$ cat config.mk
export PLATFORM = sky130hd
export DESIGN_NAME = reset_sequencer
export DESIGN_NICKNAME = d
export VERILOG_FILES = /design/src/rtl/reset_seq_pkg.sv /design/src/rtl/sync_2ff.sv /design/src/rtl/reset_sequencer.sv
export SDC_FILE = /design/constraint.sdc
export NUM_CORES = 1
export LEC_CHECK = 0
export CAP_MARGIN = 20
export CORE_ASPECT_RATIO = 0.5
export CORE_UTILIZATION = 55
export CTS_CLUSTER_SIZE = 40
export DETAILED_ROUTE_END_ITERATION = 12
export GPL_ROUTABILITY_DRIVEN = 0
export PLACE_DENSITY = 0.89
export SYNTH_ARGS = -nofsm -noshare
export SYNTH_HDL_FRONTEND = slang
export SYNTH_HIERARCHICAL = 1
export SYNTH_SLANG_ARGS = --single-unit
$ cat constraint.sdc
create_clock -name clk -period 4 [get_ports clk]
set_input_delay 0.6 -clock clk [delete_from_list [all_inputs] [get_ports clk]]
set_output_delay 0.6 -clock clk [all_outputs]
set_load 0.01 [all_outputs]
$ cat src/rtl/reset_seq_pkg.sv
// Shared types and helpers for the reset sequencer.
package reset_seq_pkg;

  typedef enum logic [1:0] {
    S_PLL_HOLD,
    S_WAIT_LOCK,
    S_RELEASE,
    S_RUN
  } state_t;

  typedef enum logic [1:0] {
    CAUSE_POR,
    CAUSE_LOCK_LOSS,
    CAUSE_LOCK_TIMEOUT,
    CAUSE_SOFT
  } cause_t;

  function automatic int max3(input int a, input int b, input int c);
    int m;
    m = (a > b) ? a : b;
    return (m > c) ? m : c;
  endfunction

endpackage

$ cat src/rtl/sync_2ff.sv
// Double-flop synchroniser, parametrised width, async active-high reset to 0.
// Latency 2 clk; no backpressure.
module sync_2ff #(
  parameter int WIDTH = 1
) (
  input  logic             clk,
  input  logic             rst,
  input  logic [WIDTH-1:0] d,
  output logic [WIDTH-1:0] q
);

  logic [WIDTH-1:0] meta;

  always_ff @(posedge clk or posedge rst) begin
    if (rst) begin
      meta <= '0;
      q    <= '0;
    end else begin
      meta <= d;
      q    <= meta;
    end
  end

endmodule

$ cat src/rtl/reset_sequencer.sv
// PLL hold, lock qualification and ordered release of NUM_DOMAINS resets; re-sequences on
// lock loss or soft request. RST_SEQ_DEBOUNCE_EN: sw_reset_req is a raw button level, debounced.
module reset_sequencer
  import reset_seq_pkg::*;
#(
  parameter int PLL_HOLD_CYCLES     = 127,
  parameter int LOCK_STABLE_CYCLES  = 64,
  parameter int LOCK_TIMEOUT_CYCLES = 4096,
  parameter int NUM_DOMAINS         = 3,
  parameter int DOMAIN_GAP_CYCLES   = 16,
  parameter int DEBOUNCE_CYCLES     = 65536
) (
  input  logic                   clk,
  input  logic                   areset,
  input  logic                   pll_locked,
  input  logic                   sw_reset_req,
  output logic                   pll_areset,
  output logic [NUM_DOMAINS-1:0] domain_reset,
  output logic                   seq_done,
  output logic [1:0]             reset_cause,
  output logic [7:0]             lock_retries
);

  localparam int CW = $clog2(max3(PLL_HOLD_CYCLES, LOCK_TIMEOUT_CYCLES, DOMAIN_GAP_CYCLES) + 1);
  localparam int SW = $clog2(LOCK_STABLE_CYCLES + 1);
  localparam logic [NUM_DOMAINS-1:0] ALL_HELD  = '1;
  localparam logic [NUM_DOMAINS-1:0] FIRST_OUT = ALL_HELD << 1;

  if (NUM_DOMAINS < 1 || NUM_DOMAINS > 8 || DOMAIN_GAP_CYCLES < 1 || DEBOUNCE_CYCLES < 1)
  begin : g_param_check
    $error("reset_sequencer: parameter out of range");
  end

  state_t        state;
  logic [CW-1:0] cnt;
  logic [SW-1:0] scnt;
  logic          lock_sync;
  logic          soft_q;

  sync_2ff #(.WIDTH(1)) u_lock_sync (
    .clk (clk),
    .rst (areset),
    .d   (pll_locked),
    .q   (lock_sync)
  );

`ifdef RST_SEQ_DEBOUNCE_EN
  localparam int DW = $clog2(DEBOUNCE_CYCLES + 1);
  logic          sw_sync;
  logic [DW-1:0] dcnt;
  logic          fired;

  sync_2ff #(.WIDTH(1)) u_sw_sync (
    .clk (clk),
    .rst (areset),
    .d   (sw_reset_req),
    .q   (sw_sync)
  );

  // One qualified pulse per press; the button must be released before it re-arms.
  always_ff @(posedge clk or posedge areset) begin
    if (areset) begin
      dcnt   <= '0;
      fired  <= 1'b0;
      soft_q <= 1'b0;
    end else begin
      soft_q <= 1'b0;
      if (!sw_sync) begin
        dcnt  <= '0;
        fired <= 1'b0;
      end else if (!fired) begin
        if (dcnt == DW'(DEBOUNCE_CYCLES - 1)) begin
          soft_q <= 1'b1;
          fired  <= 1'b1;
        end else begin
          dcnt <= dcnt + DW'(1);
        end
      end
    end
  end
`else
  assign soft_q = sw_reset_req;
`endif

  always_ff @(posedge clk or posedge areset) begin
    if (areset) begin
      state        <= S_PLL_HOLD;
      cnt          <= '0;
      scnt         <= '0;
      pll_areset   <= 1'b1;
      domain_reset <= ALL_HELD;
      seq_done     <= 1'b0;
      reset_cause  <= CAUSE_POR;
      lock_retries <= 8'd0;
    end else begin
      case (state)
        S_PLL_HOLD: begin
          if (cnt == CW'(PLL_HOLD_CYCLES - 1)) begin
            pll_areset <= 1'b0;
            cnt        <= '0;
            scnt       <= '0;
            state      <= S_WAIT_LOCK;
          end else begin
            cnt <= cnt + CW'(1);
          end
        end
        S_WAIT_LOCK: begin
          if (cnt == CW'(LOCK_TIMEOUT_CYCLES - 1)) begin
            reset_cause <= CAUSE_LOCK_TIMEOUT;
            if (lock_retries != 8'hFF) lock_retries <= lock_retries + 8'd1;
            pll_areset  <= 1'b1;
            cnt         <= '0;
            state       <= S_PLL_HOLD;
          end else begin
            cnt <= cnt + CW'(1);
            if (!lock_sync) begin
              scnt <= '0;
            end else if (scnt == SW'(LOCK_STABLE_CYCLES - 1)) begin
              domain_reset <= FIRST_OUT;
              cnt          <= '0;
              state        <= S_RELEASE;
            end else begin
              scnt <= scnt + SW'(1);
            end
          end
        end
        S_RELEASE, S_RUN: begin
          if (!lock_sync) begin
            domain_reset <= ALL_HELD;
            seq_done     <= 1'b0;
            pll_areset   <= 1'b1;
            reset_cause  <= CAUSE_LOCK_LOSS;
            cnt          <= '0;
            state        <= S_PLL_HOLD;
          end else if (soft_q) begin
            domain_reset <= ALL_HELD;
            seq_done     <= 1'b0;
            reset_cause  <= CAUSE_SOFT;
            cnt          <= '0;
            state        <= S_RELEASE;
          end else if (state == S_RELEASE) begin
            // Shifting left releases the lowest still-held domain, preserving index order.
            if (cnt == CW'(DOMAIN_GAP_CYCLES - 1)) begin
              cnt <= '0;
              if (domain_reset != '0) begin
                domain_reset <= domain_reset << 1;
              end else begin
                seq_done <= 1'b1;
                state    <= S_RUN;
              end
            end else begin
              cnt <= cnt + CW'(1);
            end
          end
        end
        default: state <= S_PLL_HOLD;
      endcase
    end
  end

endmodule

==> reports/qor.csv <==
stage,metric,value,unit
clocking,cts_setup_buffers,0,
power,power.total,0.753,mW
outcome,outcome,"complete, no violations",
clocking,cts_sinks,39,
setup_path,reg2reg_depth,6,
power,p_int,0.601,mW
setup_path,critPathMaxFanout,8,
min_path,hp-start,u_lock_sync/meta$_DFF_PP0_,
placed_design,io_buffer_count,18,
synth,synth_most_common_cell,dfrtp_1,
timing,setup_viol,0,
synth,yosysSeqAreaShare,0.479,
synth,netlist_area,2050,sq um
timing,setup-tns-final,0,ns
route,wl,4260,microns
route,antenna_left,0,
grt,grt_pass1_wl,6930,microns
floorplan,ios,19,
min_path,min_path_type,flop to flop,
setup_path,slowest_delay,0.57,ns
placed_design,post_dp_cell_area,2260,sq um
timing,fin_skew,0.00296,ns
cells_and_area,multi_input_area,998,sq um
clocking,clock_latency,0.30,ns
synth,ys_async_sr_fraction,1.00,
grt,overflow,0,
clocking,cts_hold_buf,0,
synth,synth.area.top_cells,"dfrtp_1, dfstp_2, nor2_1",
setup_path,crit_path_end_kind,flop,
setup_path,critical_path.slowest_cell,a2bb2oi_1,
timing,final_hold_viol_count,0,
cells_and_area,area_delta_synth_final,16.2,%
cells_and_area,seq_area,981,sq um
clocking,clockBufferDepth,2,
setup_path,r2r_setup_slack,1.70,ns
route,detail_route.first_pass.iterations,4,
synth,synth_edf_count,0,
setup_path,cp.depth,6,
floorplan,die_area,3980,sq um
synth,yosys_warnings,6,
clocking,cts_tree,done,
clocking,clkTransAtPathRegs,0.08,ns
setup_path,startpoint,cnt[1]$_DFFE_PP0N_,
setup_path,cp_data_required_time,4.21,ns
synth,netlist_instances,204,
floorplan,die_x,88.3,microns
power,p_leak,1.06,nW
timing,post-route-period-util,0.575,
floorplan,start_util,0.586,
synth,yosys.area.top_type,dfrtp_1,
power,power_density,317,nW/um^2
synth,synthesis.nets,212,
setup_path,endpoint,scnt[5]$_DFFE_PP0P_,
synth,synth_top_area_frac,0.428,
route,drt_iter0_markers,133,
run,maxCapViolations,0,
timing,relSlewSlack,0.602,
power,p_sw_frac,0.202,
route,avgRoutedWirePerCell,15.4,microns
floorplan,rows,15,
timing,clock.fmax,435,MHz
power,ir_worst_vdd,0.259,mV
power,p_clk_frac,0.456,
setup_path,crit_type,flop to flop,
synth,avgSynthCellArea,10.0,sq um
cells_and_area,drive_gt1_frac,0.119,
setup_path,worstPathArrival,2.51,ns
power,seq_power_share,0.527,
clocking,cts_max_level,2,
placed_design,hpwl,2800,microns
route,viasPerCell,5.91,
grt,antenna_found_initial,0,
cells_and_area,fill_cells,257,
cells_and_area,antenna_cells,0,
cells_and_area,post-route-util,0.681,
setup_path,worst-path-buf-inv,0,
grt,grt_use_total,0.240,
cells_and_area,design_area,2380,sq um
setup_path,start_kind,flop,
setup_path,r2r_start,cnt[1]$_DFFE_PP0N_,
placed_design,dp_slack,1.58,ns
synth,synth.distinct_cells,50,
timing,tightest_slew,0.595,ns
synth,synth-seq-cells,39,
clocking,cts-buffers-inserted,5,
clocking,clock-root-buffer,clkbuf_8,
route,vias,1636,
timing,slew_viol_final,0,
timing,worst_slack,1.70,ns
synth,synth_common_cells,"dfrtp_1, nor2_1, nand2_1",
power,p_comb_frac,0.018,
floorplan,die_y,45.1,microns
clocking,cts_resized,0,
grt,grt_pass1_vias,1427,
route,route.detailed.drc,0,
cells_and_area,final_nets,233,
setup_path,critPathTopFamily,compound AO/OA/AOI/OAI gates,
grt,grt_max_degree,30,
timing,layout_min_cycle_time,2.30,ns
synth,synth_top_flop_cell,dfrtp_1,
timing,rsz0062_at_grt,no,
setup_path,crit_chain,"ha_1, nand3_1, nor4_4, a2bb2oi_1, o21ai_0, o31ai_1",
power,power_switching,0.152,mW
floorplan,core_area,3490,sq um
setup_path,r2r_end,scnt[5]$_DFFE_PP0P_,
[worst min path at each step]
| stage | to | depth (start not counted) |
|---|---|---|
| finish | u_lock_sync/q$_DFF_PP0_ | 0 |
| global placement | u_lock_sync/q$_DFF_PP0_ | 0 |
| floorplan | u_lock_sync/q$_DFF_PP0_ | 0 |
| detailed placement | u_lock_sync/q$_DFF_PP0_ | 0 |
| CTS | u_lock_sync/q$_DFF_PP0_ | 0 |
| global route | u_lock_sync/q$_DFF_PP0_ | 0 |
[power groups by stage]
stage | Clock, mW | Sequential [mW] | Combinational [mW]
floorplan | 0 | 0.403 | 0.00818
global placement | 0 | 0.404 | 0.0134
detailed placement | 0 | 0.404 | 0.0136
CTS | 0.349 | 0.397 | 0.0138
global route | 0.368 | 0.397 | 0.0153
finish | 0.343 | 0.397 | 0.0132
[registers in the layout, summed over array words and instances, names as in the netlist]
register,flops
cnt,13
lock_retries,8
scnt,7
domain_reset,3
reset_cause,2
state,2
pll_areset,1
seq_done,1
u_lock_sync/meta,1
u_lock_sync/q,1
[layout by cell type, fill, tap and decap left out, types with 4 or more instances in the layout]
master	Yosys	routed
xnor2_1	7	7
dfrtp_1	35	35
nand2b_1	4	4
nor2_1	22	22
o21ai_0	16	16
nand3_1	8	8
nand2_1	18	18
nor3_1	6	6
clkdlybuf4s50_1	0	18
nand4_1	6	6
inv_1	8	8
dfstp_2	4	4
ha_1	4	4
clkbuf_8	1	6
xor2_1	8	8
[layout make-up]
cell class | count | share of cell area
multi-input combinational | 152 | 0.420
inverter | 8 | 0.0126
clock inverter | 2 | 0.0147
tap | 51 | 0.0268
sequential | 39 | 0.412
clock buffer | 6 | 0.0347
timing repair buffer | 19 | 0.0789
[per-stage QoR]
stage                     hold slack (ns)  instances
after global placement              0.335        269
after floorplan                     0.331        204
after CTS                           0.362        277
after detailed placement            0.344        269
after global routing                0.371        277
final                               0.355        277
[layer usage]
metal	global-route usage	part of all wire	wire, microns
met1	0.330	0.46	1970
met2	0.374	0.49	2070
met3	0.0750	0.044	189
met4	0.0645	0.0084	36
met5	0	0	0
[logic make-up (layout without fill, tap and decap cells)]
| group | count (synthesis) | after routing | synth area share |
|---|---|---|---|
| AND/OR/NAND/NOR | 91 | 91 | 0.257 |
| AO/OA/AOI/OAI | 39 | 39 | 0.127 |
| flip-flops | 39 | 39 | 0.479 |
| XOR/XNOR | 15 | 15 | 0.0642 |
| buffers and inverters | 13 | 35 | 0.0330 |
| adder cells (fa/ha/maj) | 4 | 4 | 0.0245 |
| multiplexers | 3 | 3 | 0.0159 |
[worst reg2reg max path: stages (launching register included)]
cell and delay (ns):
dfrtp_1 0.41, ha_1 0.21, nand3_1 0.19, nor4_4 0.55, a2bb2oi_1 0.58, o21ai_0 0.19, o31ai_1 0.09
Note: power is estimated with default switching activity, not from simulation.
